File: src/rtl/conv_sequencer.sv
// ---------------------------------------------------------------------------
// conv_sequencer
//
// Controller for a P-lane FIR convolution datapath made of an X sample RAM,
// an F coefficient ROM, P multiply-accumulate lanes and a Y output RAM.
// It generates addresses and strobes only. It never holds sample data.
//
// Frame sequence:
//   LOAD    - accept N samples over a valid/ready handshake and write them to X RAM.
//   COMPUTE - run ceil(SIZE/P) lane groups of M taps each, then commit each
//             group's lane results to Y RAM.
//   DRAIN   - stream the SIZE = N-M+1 results out over a valid/ready handshake.
//
// Ports:
//   clk, reset              clock; synchronous active-high reset
//   s_valid_x / s_ready_x   input sample handshake
//   x_we, x_waddr           X RAM write port
//   x_raddr                 X RAM read addresses, lane l at [l*ADDRX +: ADDRX]
//   f_addr                  F ROM address, shared by all lanes
//   clr_acc, en_acc         per-lane accumulator clear / enable
//   y_we, y_lane_en         Y RAM write strobe and per-lane write mask
//   y_waddr                 Y RAM base write address (lane l writes y_waddr+l)
//   y_raddr                 Y RAM read address (the RAM registers its read data)
//   m_valid_y / m_ready_y   output sample handshake
//   frame_cnt               completed-frame counter (only with the optional build)
//
// Optional build: define CONV_SEQ_FRAME_CNT_EN to add the 16-bit frame_cnt
// output. It counts completed frames and wraps from 0xFFFF back to 0.
// ---------------------------------------------------------------------------
module conv_sequencer #(
    parameter int N     = 8,
    parameter int M     = 4,
    parameter int P     = 2,
    parameter int ADDRX = 3,
    parameter int ADDRF = 2
) (
    input  logic               clk,
    input  logic               reset,
    input  logic               s_valid_x,
    output logic               s_ready_x,
    output logic               x_we,
    output logic [ADDRX-1:0]   x_waddr,
    output logic [P*ADDRX-1:0] x_raddr,
    output logic [ADDRF-1:0]   f_addr,
    output logic [P-1:0]       clr_acc,
    output logic [P-1:0]       en_acc,
    output logic               y_we,
    output logic [P-1:0]       y_lane_en,
    output logic [ADDRX-1:0]   y_waddr,
    output logic [ADDRX-1:0]   y_raddr,
    output logic               m_valid_y,
`ifdef CONV_SEQ_FRAME_CNT_EN
    output logic [15:0]        frame_cnt,
`endif
    input  logic               m_ready_y
);

    localparam int SIZE = N - M + 1;
    localparam int G    = (SIZE + P - 1) / P;
    // One extra bit so that address sums cannot wrap before the clamp and compare.
    localparam int AW   = ADDRX + 1;
    localparam int TW   = $clog2(M + 2);
    localparam int GW   = $clog2(G + 1);

    localparam logic [AW-1:0] LAST_X = AW'(N - 1);
    localparam logic [AW-1:0] SIZE_A = AW'(SIZE);
    localparam logic [AW-1:0] LAST_Y = AW'(SIZE - 1);
    localparam logic [AW-1:0] P_A    = AW'(P);
    localparam logic [TW-1:0] T_M    = TW'(M);
    localparam logic [TW-1:0] T_DONE = TW'(M + 1);
    localparam logic [GW-1:0] LAST_G = GW'(G - 1);

    typedef enum logic [1:0] {
        LOAD,
        COMPUTE,
        DRAIN
    } state_t;

    state_t        state, next_state;
    logic [AW-1:0] wcnt;
    logic [AW-1:0] base;
    logic [AW-1:0] rd_idx;
    logic [TW-1:0] tcnt;
    logic [GW-1:0] grp;
    logic          mvalid_q;

    logic          accept;
    logic          handshake;
    logic          last_beat;
    logic          last_tap;
    logic          last_group;
    logic          last_rd;
    logic [AW-1:0] addr_sum;

`ifdef CONV_SEQ_FRAME_CNT_EN
    logic [15:0]   frame_cnt_q;
    // Gate the counter so that every output reads 0 while reset is held.
    assign frame_cnt = reset ? 16'd0 : frame_cnt_q;
`endif

    // State register and counters. wcnt counts accepted samples, tcnt is the
    // cycle within a group, grp and base select the group, and rd_idx is the
    // drain pointer. m_valid_y is registered. It rises on the cycle after
    // DRAIN is entered and falls only after the final handshake.
    always_ff @(posedge clk) begin
        if (reset) begin
            state    <= LOAD;
            wcnt     <= '0;
            base     <= '0;
            rd_idx   <= '0;
            tcnt     <= '0;
            grp      <= '0;
            mvalid_q <= 1'b0;
`ifdef CONV_SEQ_FRAME_CNT_EN
            frame_cnt_q <= 16'd0;
`endif
        end else begin
            state <= next_state;
            case (state)
                LOAD: begin
                    if (accept) begin
                        wcnt <= last_beat ? '0 : wcnt + AW'(1);
                        if (last_beat) begin
                            tcnt <= '0;
                            grp  <= '0;
                            base <= '0;
                        end
                    end
                end
                COMPUTE: begin
                    if (last_tap) begin
                        tcnt <= '0;
                        grp  <= grp + GW'(1);
                        base <= base + P_A;
                        if (last_group) begin
                            rd_idx <= '0;
                        end
                    end else begin
                        tcnt <= tcnt + TW'(1);
                    end
                end
                DRAIN: begin
                    if (handshake) begin
                        rd_idx <= last_rd ? '0 : rd_idx + AW'(1);
                    end
                end
                default: ;
            endcase
            mvalid_q <= (state == DRAIN) && !(handshake && last_rd);
`ifdef CONV_SEQ_FRAME_CNT_EN
            if (handshake && last_rd) begin
                frame_cnt_q <= frame_cnt_q + 16'd1;
            end
`endif
        end
    end

    // Next state and all strobes and addresses. In COMPUTE, a lane whose
    // output index b+l falls past SIZE-1 is masked for the whole group.
    // Read addresses that would run past the end of X RAM are clamped to N-1
    // so the RAM is never addressed out of range. y_raddr moves ahead in the
    // same cycle as a handshake, so the registered RAM output already holds
    // the next sample when m_valid_y is sampled again.
    always_comb begin
        next_state = state;
        s_ready_x  = 1'b0;
        x_we       = 1'b0;
        x_waddr    = '0;
        x_raddr    = '0;
        f_addr     = '0;
        clr_acc    = '0;
        en_acc     = '0;
        y_we       = 1'b0;
        y_lane_en  = '0;
        y_waddr    = '0;
        y_raddr    = '0;
        m_valid_y  = 1'b0;
        addr_sum   = '0;

        accept     = (state == LOAD) && s_valid_x;
        handshake  = (state == DRAIN) && mvalid_q && m_ready_y;
        last_beat  = (wcnt == LAST_X);
        last_tap   = (tcnt == T_DONE);
        last_group = (grp == LAST_G);
        last_rd    = (rd_idx == LAST_Y);

        case (state)
            LOAD: begin
                s_ready_x = 1'b1;
                x_we      = accept;
                x_waddr   = ADDRX'(wcnt);
                if (accept && last_beat) begin
                    next_state = COMPUTE;
                end
            end
            COMPUTE: begin
                if (tcnt < T_M) begin
                    f_addr = ADDRF'(tcnt);
                    for (int l = 0; l < P; l++) begin
                        addr_sum = base + AW'(l) + AW'(tcnt);
                        if (addr_sum > LAST_X) begin
                            addr_sum = LAST_X;
                        end
                        x_raddr[l*ADDRX +: ADDRX] = ADDRX'(addr_sum);
                    end
                end
                if (tcnt == '0) begin
                    clr_acc = '1;
                end else if (tcnt <= T_M) begin
                    for (int l = 0; l < P; l++) begin
                        en_acc[l] = (base + AW'(l)) < SIZE_A;
                    end
                end else begin
                    y_we    = 1'b1;
                    y_waddr = ADDRX'(base);
                    for (int l = 0; l < P; l++) begin
                        y_lane_en[l] = (base + AW'(l)) < SIZE_A;
                    end
                    if (last_group) begin
                        next_state = DRAIN;
                    end
                end
            end
            DRAIN: begin
                m_valid_y = mvalid_q;
                y_raddr   = ADDRX'(handshake ? rd_idx + AW'(1) : rd_idx);
                if (handshake && last_rd) begin
                    next_state = LOAD;
                end
            end
            default: begin
                next_state = LOAD;
            end
        endcase

        if (reset) begin
            s_ready_x = 1'b0;
            x_we      = 1'b0;
            x_waddr   = '0;
            x_raddr   = '0;
            f_addr    = '0;
            clr_acc   = '0;
            en_acc    = '0;
            y_we      = 1'b0;
            y_lane_en = '0;
            y_waddr   = '0;
            y_raddr   = '0;
            m_valid_y = 1'b0;
        end
    end

endmodule

File: config.mk
export PLATFORM = sky130hd
export DESIGN_NAME = conv_sequencer
export DESIGN_NICKNAME = d
export VERILOG_FILES = /design/src/rtl/conv_sequencer.sv
export SDC_FILE = /design/constraint.sdc
export NUM_CORES = 1
export LEC_CHECK = 0
export ABC_CLOCK_PERIOD_IN_PS = 1750
export CAP_MARGIN = 20
export CORE_MARGIN = 3
export CORE_UTILIZATION = 25
export CTS_CLUSTER_DIAMETER = 40
export DETAILED_ROUTE_END_ITERATION = 7
export PLACE_DENSITY_LB_ADDON = 0.1
export SYNTH_ARGS = -nofsm -noshare
export SYNTH_HDL_FRONTEND = slang
export SYNTH_SLANG_ARGS = --single-unit
export TNS_END_PERCENT = 20
File: constraint.sdc
create_clock -name clk -period 1.75 [get_ports clk]
set_input_delay 0.2625 -clock clk [delete_from_list [all_inputs] [get_ports clk]]
set_output_delay 0.2625 -clock clk [all_outputs]
set_load 0.02 [all_outputs]
Yosys cells after proc, flatten, opt, wreduce, memory -nomap -nowiden
Index checks and enable logic that the tools add are counted.

cells by class
  reductions and logical operators = 16
  mux-type cells = 62
  equal/unequal tests = 15
  $lt $le $gt $ge = 6
  add/sub/neg operators = 8

operators by type and width
  operator             number
  $mux 2               22
  $mux 3               14
  $mux 4               8
  $mux 6               3
  $pmux 4 s2           2
  $ne 2x2->1 const B   7
  $add 4x1->4 const B  3
  $mux 1               10
  $add 4x3->4          2
  $eq 4x3->1 const B   2
  $gt 4x3->1 const B   2
  $lt 4x3->1 const B   2
  $reduce_and 4->1     2
  $logic_and 1x1->1    6
  $pmux 2 s3           1
  $pmux 3 s2           1
  $reduce_and 5->1     1
  $add 4x2->4 const B  1
  $eq 2x2->1 const B   2
  $ne 2x1->1 const B   2
  $pmux 2 s2           1
  $reduce_bool 2->1    2
  $add 3x1->3 const B  1
  $eq 3x3->1 const B   1
  other kinds (9)      9

word-level totals
  register bits after elaboration = 20
  bits of input ports = 4
  word-level logic and storage cells = 114

Logic depth before layout (Yosys ltp)
Gate-level depths: netlist of the first run.

  depth in word-level cells = 7
  depth in mapped cells = 5
  mapped depth without buffers = 5

Worst setup path before layout of the first run
OpenSTA, ideal clock, no wires.

  path kind = flip-flop to output port
  start point = register state[1]
  end point = output clr_acc[1]
  path slack = -0.291 ns
  stages on the path, launching flop included = 6
  arrival = 1.779 ns
  cells stage by stage = dfxtp_1 > nand2b_4 > or3_1 > clkbuf_1 > nor3_1 > buf_4

between the ends
  word-level cells in the longest chain between the ends = 3

RTL lines
  what                    line  RTL
  from (decl)             79    state_t state, next_state;
  from (signal assigned)  118   state <= next_state;
  $eq 2x1->1              187   case (state)
  $mux 2                  187
  $mux 2                  236   if (reset) begin
  to (decl)               45    output logic [P-1:0] clr_acc,

Every way passes these cells.

Final worst setup path of the first run
  start point = register tcnt[1]
  end point = output y_waddr[2]

between the ends
  word-level cells in the longest chain between the ends = 5

RTL lines
  what                    line  RTL
  from (decl)             83    logic [TW-1:0] tcnt;
  from (signal assigned)  139   tcnt <= tcnt + TW'(1);
  $le 3x3->1              209   end else if (tcnt <= T_M) begin
  $mux 3                  209
  $mux 3 (*)              207   if (tcnt == '0) begin
  $mux 3 (*)              187
  $mux 3 (*)              236
  to (decl)               49    output logic [ADDRX-1:0] y_waddr,

Mark *: on every way between the ends. The rest lies on a longest branch, timed or not.

==> results of run 1 <==
[worst max path at each step]
| stage | end | cells after the start |
|---|---|---|
| 6_report | y_waddr[2] | 6 |
| 4_1_cts | x_raddr[5] | 5 |
| 5_1_grt | x_raddr[5] | 6 |
| 3_3_place_gp | x_raddr[1] | 5 |
| 2_1_floorplan | clr_acc[1] | 5 |
| 3_5_place_dp | x_raddr[0] | 5 |
[routing by layer]
metal	vias up	track usage, %	share of wire [%]
li1	793	-	-
met5	-	0	0
met4	0	2.99	0.55
met1	738	18.5	48
met3	2	2.19	2.7
met2	20	24.0	49
[area by class of cell]
class | count | area [sq um] | share of cell area [%]
inverters | 13 | 48.8 | 2.11
repair buffers | 76 | 609 | 26.4
multi-input cells | 136 | 1120 | 48.5
well taps | 72 | 90.1 | 3.90
flip-flops and latches | 19 | 397 | 17.2
clock buffers | 4 | 45.0 | 1.95
[per-stage QoR]
step | power (mW) | instance area (sq um) | std cells | setup slack [ns]
after floorplan | 0.487 | 1460 | 180 | -0.0841
after global placement | 0.525 | 2110 | 313 | -0.657
after detailed placement | 0.525 | 2110 | 313 | -0.684
after CTS | 0.837 | 2200 | 316 | -0.310
after global routing | 0.869 | 2310 | 320 | -0.332
final | 0.825 | 2310 | 320 | -0.246
[synth_stat cells, types with 5 or more instances]
library cell | instances | area, sq um
dfxtp_1 | 19 | 380
a21oi_1 | 15 | 75.1
inv_1 | 12 | 45.0
o21ai_0 | 12 | 60.1
nand2_1 | 10 | 37.5
ha_1 | 9 | 113
nor3_1 | 8 | 40.0
or3_1 | 8 | 50.1
and2_1 | 7 | 43.8
nor2_1 | 6 | 22.5
a211oi_1 | 5 | 37.5
nand3_1 | 5 | 25.0
nand4b_1 | 5 | 43.8
[flip-flops by register name, indices dropped and copies added (netlist names)]
register / count
mvalid_q: 1
base: 3
rd_idx: 4
grp: 2
state: 2
wcnt: 4
tcnt: 3
[what timing repair did]
item,CTS,global route
setup buffers,0,4
setup endpoints to repair,26,26
resized for setup,134,34
pin swaps,8,7
[worst max-delay path: stages, from the launching register on]
cell and delay [ns]:
dfxtp_4 0.39, buf_6 0.16, o211ai_1 0.11, or3_4 0.35, inv_1 0.08, and2_1 0.13, clkdlybuf4s15_2 0.26
[logic make-up after synthesis]
| logic type | Yosys count |
|---|---|
| XOR/XNOR | 3 |
| multiplexers | 4 |
| AND/OR/NAND/NOR | 69 |
| buffers and inverters | 25 |
| other | 1 |
| AO/OA/AOI/OAI | 49 |
| adder cells (fa/ha/maj) | 10 |
| flip-flops | 19 |
[power breakdown]
part	switching (mW)	total (mW)	leakage [nW]	internal (mW)
Sequential	0.00536	0.437	0.158	0.432
Combinational	0.0372	0.0695	0.792	0.0322
Clock	0.157	0.319	0.0228	0.162
==> metrics.txt, run 1 <==
status complete, but fails checks; failing checks negative setup slack; Vias per Instance 4.85; Synth Warn # 0; Slew Viols, Final 0; Worst R2R End grp[1]; Worst Setup Start Kind register; Synth Instances 180; CTS tree built; number of fillers in the final layout 594; reg2reg path depth 4; Routed Antenna Nets 0; layout cells sized above 1 46.0%; IO buf count 29; Worst Hold End wcnt[3]; Worst Path Required 1.49 ns; Crit Path Max Fanout 12; CTS H-tree depth 1; Hold Path Cell Cnt 2; detailed placement HPWL 3360 um; mux contribution to synthesized area 2.95%; 1st-iter DRT viols 52; CTS sink count 19; routed via count 1553; total CTS buffers 3; worst skew pair latency 0.26 ns; worst vdd ir 0.312 mV; Max clock buf depth 2; Static Leakage 0.973 nW; post-synthesis compound-gate area fraction 21.6%; Synth Area in XOR/XNOR 1.82%; commonest non-fill, non-tap cell in the layout buf_4; first-pass GRT wire length 7450 um; Post-synth ARST share 0%; Top FF cell, synth dfxtp_1; die area 6710 sq um; CTS Hold Buffers Added 0; Setup TNS -2.09 ns; Initial Util 26.0%; most frequent cells in the layout buf_4, inv_1, dfxtp_1; Remaining DRCs 0; fin util 41.7%; FF+latch count, synth 19; Critical Path AT 1.73 ns; aggregate global routing overflow 0; Placer Congestion 0.833; Final Hold Viols 0; largest net degree at the start of global routing 16; Final nets 263; Post-Route WL 4360 um; CP Launch Point tcnt[1]; diodes inserted 0; antenna violations before repair 0; Clock Skew 0.00622 ns; vias in the first global route 1545; crit path kind register to output port; final period utilization 114%; Max Fclk 501 MHz; area delta synth->final 60.5%; height of the die 81.9 um; Crit. End Element output port; clock transition at the registers of the reported paths 0.07 ns; max-cap violation count 0; total global routing track utilization 14.0%; setup violators final 17; Core Region 5540 sq um; min Tclk post-route 2.00 ns; post-synthesis sequential area ratio 26.4%; hold_ws 0.486 ns; Routed WL per cell 13.6 um; Synth Area in Adders 9.21%; R2R Path Start wcnt[0]; unrepaired setup endpoints after global routing yes; Post-synth EDFFs 0; CTS Root Cell clkbuf_8; Pwr per Cell Area 357 nW/um^2; syn_area_per_cell 8.00 sq um; synthesized area 1440 sq um; post-route setup slack -0.246 ns; HP Class register to register; main combinational cell family by area after synthesis simple AND/OR/NAND/NOR gates; Hold Path Origin wcnt[3]; reg-to-reg slack, setup 0.14 ns; syn_nets 194; Synth Area in Simple Gates 29.9%; IO Count 31; number of distinct library cells after synthesis 47; drt pass-1 iters 4; # rows 27; Die Wd 81.9 um
Power figures use the tool's default switching activity.
==> run 2: changes to the inputs <==
--- a/config.mk
+++ b/config.mk
@@ -12,6 +12,7 @@
 export CTS_CLUSTER_DIAMETER = 40
 export DETAILED_ROUTE_END_ITERATION = 7
 export PLACE_DENSITY_LB_ADDON = 0.1
+export SKIP_LAST_GASP = 1
 export SYNTH_ARGS = -nofsm -noshare
 export SYNTH_HDL_FRONTEND = slang
 export SYNTH_SLANG_ARGS = --single-unit
==> run 2 against run 1 <==
  * The run still ends with negative setup slack left
  * Maximum frequency up 0.28%
  * Power rose by 0.25%
  * Register-to-register slack got worse by 0.07 ns
  * Worst hold slack got worse by 0.021 ns
  * Largest cell class unchanged
  * Largest power group unchanged
  * Highest routed layer unchanged
==> metrics.txt, run 2 (synthesis gave the netlist of run 1 again) <==
Setup WS pre-CTS -0.684 ns; total CTS buffers 3; FF/Latch Area 395 sq um; CTS H-tree depth 1; area delta synth->final 58.8%; most frequent cells in the layout buf_4, dfxtp_1, a21oi_1, inv_1, o21ai_0; aggregate global routing overflow 0; Pwr per Cell Area 362 nW/um^2; top flop regs rd_idx (4), wcnt (4); Worst Setup Start Kind register; layout cells sized above 1 42.0%; reg2reg path depth 5; Routed WL per cell 13.5 um; CTS Hold Buffers Added 0; number of fillers in the final layout 604; Final Hold Viols 0; failing checks negative setup slack; die area 6710 sq um; crit path to x_raddr[4]; Crit Path Max Fanout 4; Post-Route WL 4330 um; Max Fclk 502 MHz; Initial Util 26.0%; Worst Path Required 1.49 ns; total global routing track utilization 14.1%; Vias per Instance 4.81; IO Count 31; clock transition at the registers of the reported paths 0.07 ns; Worst R2R End grp[1]; Placed Area 2110 sq um; diodes inserted 0; max-cap violation count 0; crit path kind register to output port; NetSw 0.198 mW; Static Leakage 1.00 nW; Clock Skew 0.00473 ns; drt pass-1 iters 4; fin util 41.3%; reg-to-reg slack, setup 0.07 ns; height of the die 81.9 um; Seq pwr share 52.8%; CP Launch Point tcnt[1]; first-pass GRT wire length 7450 um; Die Wd 81.9 um; min Tclk post-route 1.99 ns; Hold Path Cell Cnt 4; Crit. End Element output port; status complete, but fails checks; Int Power 0.630 mW; HP Class input port to register; worst vdd ir 0.282 mV; Multi-input gate area 1090 sq um; CTS Root Cell clkbuf_8; Routed Antenna Nets 0; Pwr Total 0.827 mW; post-route setup slack -0.240 ns; Final nets 265; 1st-iter DRT viols 52; detailed placement HPWL 3360 um; Slew Viols, Final 0; Sw Ratio 23.9%; IO buf count 29; Core Region 5540 sq um; unrepaired setup endpoints after global routing yes; Max clock buf depth 2; CTS tree built; clock share of power 38.3%; Comb power frac 8.9%; commonest non-fill, non-tap cell in the layout buf_4; Remaining DRCs 0; CTS sink count 19; # rows 27; largest net degree at the start of global routing 16; setup violators final 18; worst skew pair latency 0.26 ns; Critical Path AT 1.73 ns; vias in the first global route 1536; R2R Path Start state[1]; post-route cell area 2290 sq um; routed via count 1550; final period utilization 114%; Placer Congestion 0.833; antenna violations before repair 0
## run 2: final cells by class
class                   instances  share of cell area, %
clock buffers                   4                   1.97
inverters                      13                   2.13
multi-input cells             136                   47.5
flip-flops and latches         19                   17.3
well taps                      72                   3.94
repair buffers                 78                   27.2
## run 2: worst min-delay path by stage
stage	slack [ns]	from	to
after global routing	0.49	reset	tcnt[0]
final	0.47	reset	tcnt[0]
after CTS	0.49	wcnt[3]	wcnt[3]
after floorplan	0.45	rd_idx[3]	rd_idx[3]
after global placement	0.46	wcnt[3]	wcnt[3]
after detailed placement	0.48	wcnt[3]	wcnt[3]
## run 2: repair_timing
action                     CTS  global route
setup endpoints to repair   26            26
gates resized for setup     87            39
setup buffers                0             6
pin swaps                    7             5
## run 2: routing by layer
metal / vias to the layer above / track usage [%] / routed length (um)
li1: 798 / - / -
met1: 730 / 18.6 / 2040
met2: 20 / 24.0 / 2140
met3: 2 / 2.19 / 129
met4: 0 / 2.99 / 24
met5: - / 0 / 0
## run 2: per-stage QoR
step / instances / hold WS [ns] / TNS (ns)
CTS: 316 / 0.493 / -6.39
global route: 322 / 0.488 / -4.98
floorplan: 180 / 0.447 / -0.301
global placement: 313 / 0.462 / -14.78
detailed placement: 313 / 0.482 / -15.24
finish: 322 / 0.465 / -3.15
## run 2: worst max-delay path: stages (launching register included)
cell and delay [ns]:
dfxtp_4 0.38, ha_4 0.24, a21o_1 0.20, buf_4 0.15
a2111oi_4 0.29, a211oi_2 0.06, buf_4 0.16
## run 2: power groups by stage
stage	Sequential, mW	Clock [mW]	Combinational [mW]
3_5_place_dp	0.452	0	0.0729
4_1_cts	0.439	0.328	0.0707
6_report	0.437	0.317	0.0732
3_3_place_gp	0.452	0	0.0730
2_1_floorplan	0.451	0	0.0365
5_1_grt	0.438	0.353	0.0815
==> RTL edit 1 (settings of run 1) <==
`P`: 2 -> 1.
--- a/src/rtl/conv_sequencer.sv
+++ b/src/rtl/conv_sequencer.sv
@@ -30,7 +30,7 @@
 module conv_sequencer #(
     parameter int N     = 8,
     parameter int M     = 4,
-    parameter int P     = 2,
+    parameter int P     = 1,
     parameter int ADDRX = 3,
     parameter int ADDRF = 2
 ) (
Interface: changed (resized clr_acc, en_acc, x_raddr and y_lane_en); port bits go from 31 to 25. The function was not compared with the original's and may differ.
==> RTL edit 1 against run 1 <==
- the run still ends with setup timing left
- routed wire length is 15% lower
- power increased by 4.3%
- sequential cell count rose by 2
- synthesized area is 1.0% higher
- design area down 7.9%
- worst hold slack improved by 0.0047 ns
- worst setup slack gained 0.12 ns
- critical path type unchanged
- largest cell class unchanged
==> RTL edit 1: results (changes against run 1) <==
Critical path
  • CP startpoint: base[1] (was tcnt[1])
  • Worst path arrival time: 1.62 ns (was 1.73 ns)
  • Reg2reg end: rd_idx[0] (was grp[1])
  • Worst R2R Setup Slack: 0.10 ns (was 0.14 ns)
  • Crit path to: x_raddr[1] (was y_waddr[2])
  • Crit-path max cell delay: 0.36 ns (was 0.39 ns)
  • Crit Path Max Fanout: 3 (was 12)
  • CP top delay family: compound AO/OA/AOI/OAI gates (was buffers and inverters)

Routing
  • Via Count: 1,333 (was 1,553)
  • Via-per-instance ratio: 4.55 (was 4.85)
  • Length of routed wiring on met1: 1760 um (was 2080 um)
  • Metal3 WL: 105 um (was 118 um)
  • Iteration-0 DRC Markers: 36 (was 52)
  • Met2 routed WL: 1770 um (was 2140 um)

STA
  • Worst Slack Setup Final: -0.128 ns (was -0.246 ns)
  • Hold_ws: 0.491 ns (was 0.486 ns)
  • # setup viols final: 6 (was 17)
  • Post-route setup TNS: -0.484 ns (was -2.09 ns)
  • Clock Skews: 0.000992 ns (was 0.00622 ns)

Placement
  • Port Buffers: 24 (was 29)
  • Placed cells: 287 (was 313)
  • Pre-CTS WS: -0.560 ns (was -0.684 ns)
  • Global placement routability congestion: 0.806 (was 0.833)
  • DP HPWL: 2940 um (was 3360 um)

Synth
  • XOR/XNOR share of the synthesized area: 0.0542 (was 0.0182)
  • Mux contribution to synthesized area: 0.0439 (was 0.0295)
  • Post-synthesis compound-gate area fraction: 0.129 (was 0.216)
  • Syn_nets: 184 (was 194)
  • Post-Synth Adder-Cell Area: 0.0997 (was 0.0921)
  • Most frequent cells after synthesis: dfxtp_1 (21), nor2_1 (16), nand2_1 (12) (was dfxtp_1 (19), a21oi_1 (15), inv_1 (12), o21ai_0 (12), nand2_1 (10))
  • Post-synthesis instance total: 169 (was 180)
  • Most area-consuming cells after synthesis: dfxtp_1 (29%), ha_1 (8.6%), nor2_1 (4.1%) (was dfxtp_1 (26%), ha_1 (7.8%), a21oi_1 (5.2%))

Power and ir drop
  • Power, Total: 0.861 mW (was 0.825 mW)
  • NetSw: 0.190 mW (was 0.199 mW)
  • Sequential fraction of design power: 0.556 (was 0.530)
  • Leakage: 0.943 nW (was 0.973 nW)
  • Peak supply drop: 0.493 mV (was 0.312 mV)

Cells and area
  • Top flop regs: base: 4 flops, rd_idx: 4 flops, wcnt: 4 flops (was rd_idx: 4 flops, wcnt: 4 flops)
  • NumNets Final: 237 (was 263)
  • Layout cells sized above 1: 0.421 (was 0.460)

GRT
  • All-Layer GR Usage: 0.123 (was 0.140)
  • Vias in the first global route: 1,361 (was 1,545)
  • Largest net degree at the start of global routing: 12 (was 16)
  • Global-route wire length before repair: 6350 um (was 7450 um)

Clock tree
  • Setup Fix Bufs, Post-CTS: 2 (was 0)

Min path
  • Worst Hold Path Cells: 2 (unchanged)
  • Worst hold path startpoint: grp[1] (was wcnt[3])

Run status
  • Status: complete, but fails checks (unchanged)
  • Failing checks: setup timing (unchanged)
RTL edit 1: cell count changes after synthesis, sizes merged, moves of 3 or more:
cell,change
o21ai,-6
nand4b,-4
xor2,+4
nor2,+11
buf,-3
o211ai,-4
or3,-4
a211oi,-3
a2111oi,-3
nand2,+3
a21oi,-7
nand3b,+3
nand3,+5
RTL edit 1: cell families (layout without fill, tap and decap cells):
logic type	count (synthesis)	after routing
buf+inv	18	70
mux	6	6
xor+xnor	9	9
flops	21	21
fa+ha+maj	11	11
simple gates	78	78
compound gates	26	26
RTL edit 1: cell type report:
type	instances	area (um^2)	area share
Clock buffer	4	45.0	0.0212
Inverter	10	37.5	0.0176
Multi-Input combinational cell	130	1050	0.492
Sequential cell	21	435	0.204
Tap cell	72	90.1	0.0423
Timing Repair Buffer	56	474	0.223
RTL edit 1: metal layers:
metal	vias up	GRT usage
met2	17	0.201
met5	-	0
met4	0	0.0449
met3	8	0.0249
li1	687	-
met1	621	0.158
==> RTL edit 2 (config.mk and constraints of run 1) <==
Without the edit above. The 3 states of `state_t` get a one-hot encoding in 3 bits.
--- a/src/rtl/conv_sequencer.sv
+++ b/src/rtl/conv_sequencer.sv
@@ -70,10 +70,10 @@
     localparam logic [TW-1:0] T_DONE = TW'(M + 1);
     localparam logic [GW-1:0] LAST_G = GW'(G - 1);
 
-    typedef enum logic [1:0] {
-        LOAD,
-        COMPUTE,
-        DRAIN
+    typedef enum logic [2:0] {
+        LOAD    = 3'b001,
+        COMPUTE = 3'b010,
+        DRAIN   = 3'b100
     } state_t;
 
     state_t        state, next_state;
Formal check against the unedited RTL: no difference found for any inputs over 10 cycles, from zero or initial values and one cycle with reset high; not proved beyond that.
==> RTL edit 2 against run 1 <==
- the run still ends with setup timing left
- design area decreased by 9.4%
- die area shrank 3.7%
- largest cell class unchanged
- critical endpoint is now x_raddr[2]
- worst setup slack got worse by 0.025 ns
- synthesized cell count unchanged
- routed wire length fell by 14%
- power up 0.79%
- sequential cell count is 1 higher
- synthesized area fell by 4.0%
- register-to-register slack got worse by 0.20 ns
- global-route usage decreased by 1.7 points
==> RTL edit 2: results (changes against run 1) <==
GRT
  • Global-route wire length before repair: 6270 um (was 7450 um)
  • Largest net degree at the start of global routing: 12 (was 16)
  • All-Layer GR Usage: 0.124 (was 0.140)

Synth
  • Distinct cell type count after synthesis: 43 (was 47)
  • Post-Synth Adder-Cell Area: 0.0959 (was 0.0921)
  • Post-synthesis compound-gate area fraction: 0.159 (was 0.216)
  • Post-Synthesis Cell Area: 1380 um^2 (was 1440 um^2)
  • Synthesis-stage register bit count: 20 (was 19)
  • Most frequent cells after synthesis: nor2_1 (22), dfxtp_1 (20), nand2_1 (20) (was dfxtp_1 (19), a21oi_1 (15), inv_1 (12), o21ai_0 (12), nand2_1 (10))
  • XOR/XNOR share of the synthesized area: 0.0443 (was 0.0182)
  • Most area-consuming cells after synthesis: dfxtp_1 (29%), ha_1 (8.1%), a21oi_1 (6.2%) (was dfxtp_1 (26%), ha_1 (7.8%), a21oi_1 (5.2%))
  • Post-synthesis sequential area ratio: 0.290 (was 0.264)
  • Mux contribution to synthesized area: 0.0217 (was 0.0295)
  • Largest family of logic cells by synthesized area: simple AND/OR/NAND/NOR gates (unchanged)
  • Syn Area/Cell: 7.68 um^2 (was 8.00 um^2)
  • Synth Warn #: 0 (unchanged)

Run status
  • Status: complete, but fails checks (unchanged)
  • Failing checks: setup timing (unchanged)

Clock tree
  • Reg clk slew, reported paths: 0.07 ns (about the same)

Routing
  • WL final: 3760 um (was 4360 um)
  • Via Count: 1,437 (was 1,553)
  • Iteration-0 DRC Markers: 41 (was 52)
  • Via-per-instance ratio: 4.71 (was 4.85)

Cells and area
  • Non-clk invs: 9 (was 13)
  • Comb_multi_in: 137 (was 136)
  • Clock-cell share of area: 0.0197 (was 0.0195)
  • Layout cells sized above 1: 0.451 (was 0.460)
  • Signal buf overhead: 0.246 (was 0.264)
  • FILL cells: 555 (was 594)
  • Nonclk buf count: 66 (was 76)
  • Multi-input gate area: 1010 um^2 (was 1120 um^2)
  • Sequential cell area share: 0.195 (was 0.172)
  • P&R area growth vs syn: 51.4% (was 60.5%)
  • Clock buffer cells: 3 (was 4)
  • NumNets Final: 251 (was 263)

STA
  • # setup viols final: 20 (was 17)
  • Worst Slack Setup Final: -0.271 ns (was -0.246 ns)
  • Clock Skews: 0.00309 ns (was 0.00622 ns)
  • Slew margin rel.: 0.638

Power and ir drop
  • Leakage: 0.883 nW (was 0.973 nW)
  • Peak supply drop: 0.396 mV (was 0.312 mV)

Critical path
  • Slowest cell on the critical path: or3_4 (was dfxtp_4)
  • CP top delay family: simple AND/OR/NAND/NOR gates (was buffers and inverters)
  • Crit Path Max Fanout: 7 (was 12)
  • Crit-path max cell delay: 0.43 ns (was 0.39 ns)
  • Worst path arrival time: 1.76 ns (was 1.73 ns)

Placement
  • DP HPWL: 2950 um (was 3360 um)
  • Post-Place Cell Area: 2000 um^2 (was 2110 um^2)
  • Global placement routability congestion: 0.816 (was 0.833)
  • Pre-CTS WS: -0.486 ns (was -0.684 ns)
  • Placed cells: 302 (was 313)
[RTL edit 2: metal layers]
| metal | vias to the layer above | routed length, um | GRT usage |
|---|---|---|---|
| met1 | 690 | 1810 | 0.167 |
| met3 | 5 | 119 | 0.0269 |
| met5 | - | 0 | 0 |
| li1 | 720 | - | - |
| met4 | 0 | 45 | 0.0355 |
| met2 | 22 | 1780 | 0.197 |
[RTL edit 2: per-stage QoR]
stage,power [mW],TNS [ns],util
6_report,0.832,-2.49,0.400
5_1_grt,0.867,-4.11,0.400
4_1_cts,0.847,-3.73,0.387
3_5_place_dp,0.540,-11.39,0.382
3_3_place_gp,0.538,-10.94,0.382
2_1_floorplan,0.505,-0.775,-
[RTL edit 2: cell families (layout without fill, tap and decap cells)]
group | count (synthesis) | after routing
mux | 3 | 3
fa+ha+maj | 10 | 10
buf+inv | 23 | 78
xor+xnor | 7 | 7
flops | 20 | 20
compound gates | 34 | 34
simple gates | 82 | 82
other cells | 1 | 1
[RTL edit 2: power breakdown]
group | leakage [nW] | internal [mW] | switching (mW) | total (mW)
logic | 0.698 | 0.0295 | 0.0364 | 0.0659
registers | 0.164 | 0.458 | 0.00283 | 0.461
clock network | 0.0216 | 0.153 | 0.152 | 0.305
total | 0.883 | 0.641 | 0.191 | 0.832
[RTL edit 2: final timing paths]
| kind | from | end | slack [ns] | cells after the start |
|---|---|---|---|---|
| setup reg to reg | state[0] | rd_idx[3] | -0.06 | 5 |
| setup / recovery | state[0] | x_raddr[2] | -0.27 | 4 |
| hold / removal | grp[1] | grp[1] | 0.46 | 2 |
| hold reg to reg | grp[1] | grp[1] | 0.46 | 2 |
[RTL edit 2: repair_timing]
item | 4_1_cts | 5_1_grt
pin swaps | 7 | 9
endpoints found under the setup margin | 29 | 30
resized for setup | 118 | 32
hold endpoints to repair | 0 | 0
